<file path="config.mk">
export PLATFORM = sky130hd
export DESIGN_NAME = data_bus_router
export DESIGN_NICKNAME = d
export VERILOG_FILES = /design/src/rtl/data_bus_router.sv
export SDC_FILE = /design/constraint.sdc
export NUM_CORES = 1
export LEC_CHECK = 0
export BUFFER_PORTS_ARGS = -buffer_cell sky130_fd_sc_hd__buf_2
export CORE_AREA = 3 3 120 122
export CTS_CLUSTER_DIAMETER = 150
export DETAILED_ROUTE_END_ITERATION = 7
export DIE_AREA = 0 0 123 125
export PLACE_DENSITY = 0.68
export SLEW_MARGIN = 30
export SYNTH_ARGS = -nofsm -noshare
export SYNTH_HDL_FRONTEND = slang
export SYNTH_SLANG_ARGS = --single-unit
export TNS_END_PERCENT = 30
</file>
<file path="constraint.sdc">
create_clock -name i_clk -period 2.1 [get_ports i_clk]
set_input_delay 0.42 -clock i_clk [delete_from_list [all_inputs] [get_ports i_clk]]
set_output_delay 0.42 -clock i_clk [all_outputs]
set_load 0.01 [all_outputs]
</file>
<file path="src/rtl/data_bus_router.sv">
// Purpose: routes one load/store request to one of four address-decoded slaves, returns data or error.
// Latency: mapped access M_READY two cycles after M_VALID plus slave waits; unmapped access one cycle.
// Backpressure: master holds its request until M_READY; a slave stalls via S_READY, bounded by TIMEOUT.
module data_bus_router #(
  parameter logic [31:0] BASE0   = 32'h0000_0000,
  parameter logic [31:0] BASE1   = 32'h1000_0000,
  parameter logic [31:0] BASE2   = 32'h2000_0000,
  parameter logic [31:0] BASE3   = 32'h4000_0000,
  parameter logic [31:0] MASK    = 32'hF000_0000,
  parameter logic [7:0]  TIMEOUT = 8'd255
) (
  input  logic        i_clk,
  input  logic        i_rst_n,
  input  logic        i_m_valid,
  input  logic [31:0] i_m_addr,
  input  logic        i_m_we,
  input  logic [31:0] i_m_wdata,
  input  logic [3:0]  i_m_be,
  output logic        o_m_ready,
  output logic [31:0] o_m_rdata,
  output logic        o_m_err,
  output logic [3:0]  o_s_valid,
  output logic [31:0] o_s_addr,
  output logic        o_s_we,
  output logic [31:0] o_s_wdata,
  output logic [3:0]  o_s_be,
  input  logic [3:0]  i_s_ready,
  input  logic [31:0] i_s_rdata0,
  input  logic [31:0] i_s_rdata1,
  input  logic [31:0] i_s_rdata2,
  input  logic [31:0] i_s_rdata3
);

  typedef enum logic [1:0] {
    IDLE = 2'd0,
    REQ  = 2'd1,
    RESP = 2'd2,
    ERR  = 2'd3
  } state_t;

  // Counter value on the last cycle a slave is allowed to stall.
  localparam logic [7:0] TMO_LAST = TIMEOUT - 8'd1;

  state_t      r_state;
  state_t      w_state_nxt;
  logic [3:0]  r_sel;
  logic [31:0] r_addr;
  logic        r_we;
  logic [31:0] r_wdata;
  logic [3:0]  r_be;
  logic [7:0]  r_cnt;
  logic        r_m_ready;
  logic        r_m_err;
  logic [31:0] r_m_rdata;

  logic [3:0]  w_hit;
  logic [3:0]  w_sel;
  logic        w_sel_ready;
  logic        w_timeout;
  logic [31:0] w_sel_rdata;
  logic        w_accept;

  // Region match against the incoming address; regions may overlap.
  always_comb begin
    w_hit    = '0;
    w_hit[0] = ((i_m_addr & MASK) == (BASE0 & MASK));
    w_hit[1] = ((i_m_addr & MASK) == (BASE1 & MASK));
    w_hit[2] = ((i_m_addr & MASK) == (BASE2 & MASK));
    w_hit[3] = ((i_m_addr & MASK) == (BASE3 & MASK));
  end

  // Priority encode the hits to a one-hot select, lowest region index wins.
  always_comb begin
    w_sel = 4'b0000;
    if (w_hit[0])      w_sel = 4'b0001;
    else if (w_hit[1]) w_sel = 4'b0010;
    else if (w_hit[2]) w_sel = 4'b0100;
    else if (w_hit[3]) w_sel = 4'b1000;
  end

  // Pick the read data of the slave currently selected.
  always_comb begin
    w_sel_rdata = 32'h0;
    case (r_sel)
      4'b0001: w_sel_rdata = i_s_rdata0;
      4'b0010: w_sel_rdata = i_s_rdata1;
      4'b0100: w_sel_rdata = i_s_rdata2;
      4'b1000: w_sel_rdata = i_s_rdata3;
      default: w_sel_rdata = 32'h0;
    endcase
  end

  assign w_accept    = (r_state == IDLE) && i_m_valid;
  assign w_sel_ready = (r_state == REQ) && |(i_s_ready & r_sel);
  assign w_timeout   = (r_state == REQ) && (r_cnt == TMO_LAST);

  // State register; reset aborts any transaction in flight.
  always_ff @(posedge i_clk or negedge i_rst_n) begin
    if (!i_rst_n) r_state <= IDLE;
    else          r_state <= w_state_nxt;
  end

  // Next-state logic; a slave handshake outranks an expiring timeout.
  always_comb begin
    w_state_nxt = r_state;
    case (r_state)
      IDLE: begin
        if (i_m_valid) w_state_nxt = (|w_sel) ? REQ : ERR;
      end
      REQ: begin
        if (w_sel_ready)    w_state_nxt = RESP;
        else if (w_timeout) w_state_nxt = ERR;
      end
      RESP:    w_state_nxt = IDLE;
      ERR:     w_state_nxt = IDLE;
      default: w_state_nxt = IDLE;
    endcase
  end

  // Latch the request payload and slave select when a new request is accepted.
  always_ff @(posedge i_clk or negedge i_rst_n) begin
    if (!i_rst_n) begin
      r_sel   <= '0;
      r_addr  <= '0;
      r_we    <= 1'b0;
      r_wdata <= '0;
      r_be    <= '0;
    end else if (w_accept) begin
      r_sel   <= w_sel;
      r_addr  <= i_m_addr;
      r_we    <= i_m_we;
      r_wdata <= i_m_wdata;
      r_be    <= i_m_be;
    end
  end

  // Stall counter runs only while a request is outstanding and restarts on completion.
  always_ff @(posedge i_clk or negedge i_rst_n) begin
    if (!i_rst_n)                                  r_cnt <= '0;
    else if ((r_state == REQ) && !w_sel_ready && !w_timeout) r_cnt <= r_cnt + 8'd1;
    else                                           r_cnt <= '0;
  end

  // Registered completion: one-cycle pulse, data only on a successful read.
  always_ff @(posedge i_clk or negedge i_rst_n) begin
    if (!i_rst_n) begin
      r_m_ready <= 1'b0;
      r_m_err   <= 1'b0;
      r_m_rdata <= '0;
    end else begin
      r_m_ready <= (w_state_nxt == RESP) || (w_state_nxt == ERR);
      r_m_err   <= (w_state_nxt == ERR);
      r_m_rdata <= (w_sel_ready && !r_we) ? w_sel_rdata : 32'h0;
    end
  end

  assign o_m_ready = r_m_ready;
  assign o_m_err   = r_m_err;
  assign o_m_rdata = r_m_rdata;
  // Request strobe comes straight from the state register so reset clears it at once.
  assign o_s_valid = (r_state == REQ) ? r_sel : 4'b0000;
  assign o_s_addr  = r_addr;
  assign o_s_we    = r_we;
  assign o_s_wdata = r_wdata;
  assign o_s_be    = r_be;

endmodule

</file>
Word level (Yosys, flattened, before mapping). Index checks and enable logic that the tools add are counted.

Add/sub/neg operators: 1. Eq/ne operators: 13. Mux-type cells: 13. Bitwise logic cells: 1. Reductions and logical operators: 15.

Operators by type and width (count): 32-bit one-hot mux with 4 select lines (1); 32-bit logical NOT (1); 32-bit two-way mux (1); 4-bit two-way mux (5); 8-bit by 1-bit adder with 8-bit output, second input constant (1); 2-bit equality test, second input constant (4); 4-bit by 1-bit equality test with 1-bit output, second input constant (2); 4-bit by 2-bit equality test with 1-bit output, second input constant (2); 4-bit by 3-bit equality test with 1-bit output, second input constant (2); 8-bit equality test, second input constant (1); 2-bit two-way mux (4); 8-bit two-way mux (1); 4-bit OR reduction (2); 1-bit logical AND (6); 2-bit one-hot mux with 3 select lines (1); 4-bit AND (1); 4-bit equality test, second input constant (1); 1-bit logical NOT (3); 2-bit by 1-bit equality test with 1-bit output, second input constant (1); 2-bit logical NOT (1); 2-bit OR reduction (1); 1-bit logical OR (1).

Bits in registers: 117. Input port bits: 204.

Depth between registers and ports, before layout.
Depth in word-level cells: 11. Depth in mapped cells: 7. Mapped depth without buffers: 5.

Least setup slack after synthesis. No wires, ideal clock.

Path kind: register to register. Start: register r_sel[0]. End: register r_m_rdata[5] (netlist: o_m_rdata[5]). Library setup time: 0.073 ns. Arrival time: 1.686 ns. Slack: 0.341 ns. Stages on the path, launching flop included: 8. Path buffers: 3. Period minus slack after synthesis: 1.759 ns. Cells stage by stage: dfrtp_1 > buf_4 > nor4b_4 > a211oi_1 > or4_1 > buf_2 > buf_6 > a21oi_2.

Longest elaborated chain between the ends: 5.

Ends and longest elaborated chain: from (decl) (RTL line 46) `logic [3:0] r_sel;`; from (signal assigned) (RTL line 129) `r_sel <= w_sel;`; parallel branches: the longest is 4 deep, another holds 32-bit one-hot mux with 4 select lines; 32-bit two-way mux * (RTL line 153) `r_m_rdata <= (w_sel_ready && !r_we) ? w_sel_rdata : 32'h0;`; to (signal assigned) (RTL line 153); to (decl) (RTL line 54) `logic [31:0] r_m_rdata;`.

Every way passes the cells marked *. A chain may end at the register's enable or synchronous reset.

Final worst setup path.
Start: register r_sel[2]. End: register r_m_rdata[0] (netlist: o_m_rdata[0]).

The elaborated chain is that of the path after synthesis.

==> flow_summary.toml <==
[status]
status = "completed"

[global_routing]
grt_max_degree = 118
grtUsageTotal = 0.2071
grt_pass1_wl_mm = 24.64
grt_pass1_vias = 4916
antenna_found_initial = 1
grt_overflow = 0

[sta]
min_period_over_period = 0.9449
grt_setup_unrepaired = "false"
skew_ns = 0.007474
fin_crit_ns = 1.984
setup_tns_ns = 0
hold_viol = 0
fmax_mhz = 504.0
finalSetupViolCount = 0
slew_viol_final = 0
tightest_slew_ns = 0.6499
relSlewSlack = 0.5667

[worst_setup_path]
max_stage_delay_ns = 0.58
required_ns = 2.43
crit_start = "r_sel[2]"
endpoint_kind = "flop"
start_kind = "flop"
crit_path_max_fanout = 32
critical_path_class = "flop to flop"
crit_slowest_cell = "or4_2"
cp.arrival_ns = 2.32
cp_cell_sequence = "nor4b_4 > a211oi_1 > or4_2 > buf_12 > a21oi_1"
r2r-start = "r_sel[2]"

[layout]
final_core_util = 0.5636
drive_above_1_share = 0.4631
finalNonFillerCells = 1017
final_nets = 1033
syn_to_final_growth_pct = 47.40
fill_cells = 1202

[place]
io_buffers = 310
dpl.hpwl_mm = 11.89
place_inst = 984
gp_congestion = 0.7900

[job]
drv_cap = 0

[detailed_routing]
wl_mm = 16.30
ant_nets = 0
avgRoutedWirePerCell_um = 16.02
viasPerCell = 4.769
dr.first_iter.drc_count = 230
num_vias = 4850
route.detailed.drc = 0
first_pass_iters = 4

[die]
dieArea_um2 = 15380
die_h_um = 125
dieWidth_um = 123
rows = 42
ios = 311
start_util = 0.3824
fp.coreArea_um2 = 13300

[clocking]
cts_resized = 0
tritoncts = "done"
cts_made_buffers = 17
cts_buffer_depth = 2
holdBufCountCts = 0
post-cts-setup-buffer-count = 0
clock_latency_ns = 0.41
clk_pin_slew_ns = 0.05
htreeDepth = 4
cts.sinks = 117
cts-root-buf = "clkbuf_16"

[yosys]
synth-seq-cells = 117
synth_cells = 523
syn-num-nets = 729
ys_seq_area_frac = 0.5759
syn_area_um2 = 5084
synth_area_per_cell_um2 = 9.720
synth_cell_types = 31
yosysWarnings = 0

[power]
power.density_nw_per_um2 = 1268
p_leak_nw = 4.048
vdd_drop_max_mv = 0.7051

[worst_hold_path]
hp-class = "input port to async pin"
==> flip-flops by register name, indices dropped and copies added (netlist names) <==
name / flops
o_m_rdata: 32
o_s_addr: 32
o_s_wdata: 32
r_cnt: 8
o_s_be: 4
r_sel: 4
r_state: 2
o_m_err: 1
o_m_ready: 1
o_s_we: 1
==> worst paths after layout <==
check                                 to  slack, ns  cells past startpoint
min                         o_m_rdata[4]       0.08                      2
max in group asynchronous  o_s_wdata[14]       1.52                      2
min reg2reg                 o_s_addr[19]       0.47                      2
max reg2reg                 o_m_rdata[0]       0.12                      5
max                         o_m_rdata[0]       0.12                      5
min in group i_clk           o_s_addr[2]       0.20                      3
==> power by group <==
group          internal [mW]  leakage, nW  switching [mW]
registers               2.96         1.52           0.405
logic                   1.19         2.21            1.81
clock network           2.17        0.322           0.972
total                   6.32         4.05            3.18
==> area by class of cell <==
class / count / area, um^2 / area share
Timing Repair Buffer: 321 / 1687 / 0.2251
Antenna cell: 1 / 2.502 / 0.0003339
Multi-Input combinational cell: 369 / 1998 / 0.2667
Clock inverter: 8 / 142.6 / 0.01903
Clock buffer: 24 / 511.7 / 0.06829
Sequential cell: 117 / 2928 / 0.3907
Inverter: 1 / 3.754 / 0.0005009
Tap cell: 176 / 220.2 / 0.02939
==> synthesized netlist by cell type (all sizes together) <==
cell	number	area (um^2)
nand2	219	822.0
a221oi	1	8.760
a22o	1	8.760
dfrtp	117	2928
nor4b	4	77.58
a211oi	1	7.510
o21ai	5	25.02
and4	1	8.760
and2	6	37.54
xnor2	1	8.760
nor2b	1	6.260
inv	1	3.750
buf	11	82.57
nand3	4	20.02
clkbuf	25	93.84
and3	1	6.260
a22oi	64	480.5
or4	1	7.510
nand4b	3	26.28
nand2b	1	6.260
ha	2	25.02
maj3	1	10.01
nor2	12	45.04
a21oi	32	272.8
xor2	6	52.55
nand4	2	12.51
==> through the flow <==
stage,total power [mW],hold WS (ns),setup WS [ns],area [um^2]
after floorplan,5.053,0.1244,0.3411,5084
after global placement,6.378,0.4523,0.2135,6837
after detailed placement,6.428,0.4567,0.1355,6837
after CTS,9.631,0.1313,0.1074,7491
after global routing,10.13,0.1314,0.03036,7493
final,9.499,0.07860,0.1158,7493
==> kinds of logic (layout without fill, tap and decap cells) <==
| kind of cell | Yosys count | after routing | share of synthesized area |
|---|---|---|---|
| DFF | 117 | 117 | 0.5759 |
| adders and majority gates | 3 | 3 | 0.006891 |
| buffers and inverters | 37 | 354 | 0.03544 |
| other | 0 | 1 | 0 |
| xor gates and xnor gates | 7 | 7 | 0.01206 |
| and+or+nand+nor | 255 | 255 | 0.2117 |
| AOI/OAI and AO/OA | 104 | 104 | 0.1580 |
==> layer usage <==
metal  part of all wire  global-route usage
met1               0.38              0.2303
met2               0.49              0.3551
met3              0.096             0.07678
met4              0.029             0.08469
met5                  0                   0
==> placed cells by master, fill, tap and decap left out, types with 5 or more instances in the layout <==
cell,n
buf_4,8
clkbuf_8,6
dfrtp_1,117
clkbuf_16,17
a22oi_1,64
buf_2,309
o21ai_0,5
a21oi_2,30
nand2_1,218
and2_1,5
xor2_1,6
nor2_1,12
==> critical path: cells and delay by family (launching register included) <==
| family | cells | cell delay, ns |
|---|---|---|
| AO/OA/AOI/OAI | 2 | 0.22 |
| buffers and inverters | 1 | 0.21 |
| flip-flops | 1 | 0.53 |
| AND/OR/NAND/NOR | 2 | 0.93 |
Power figures use the tool's default switching activity.
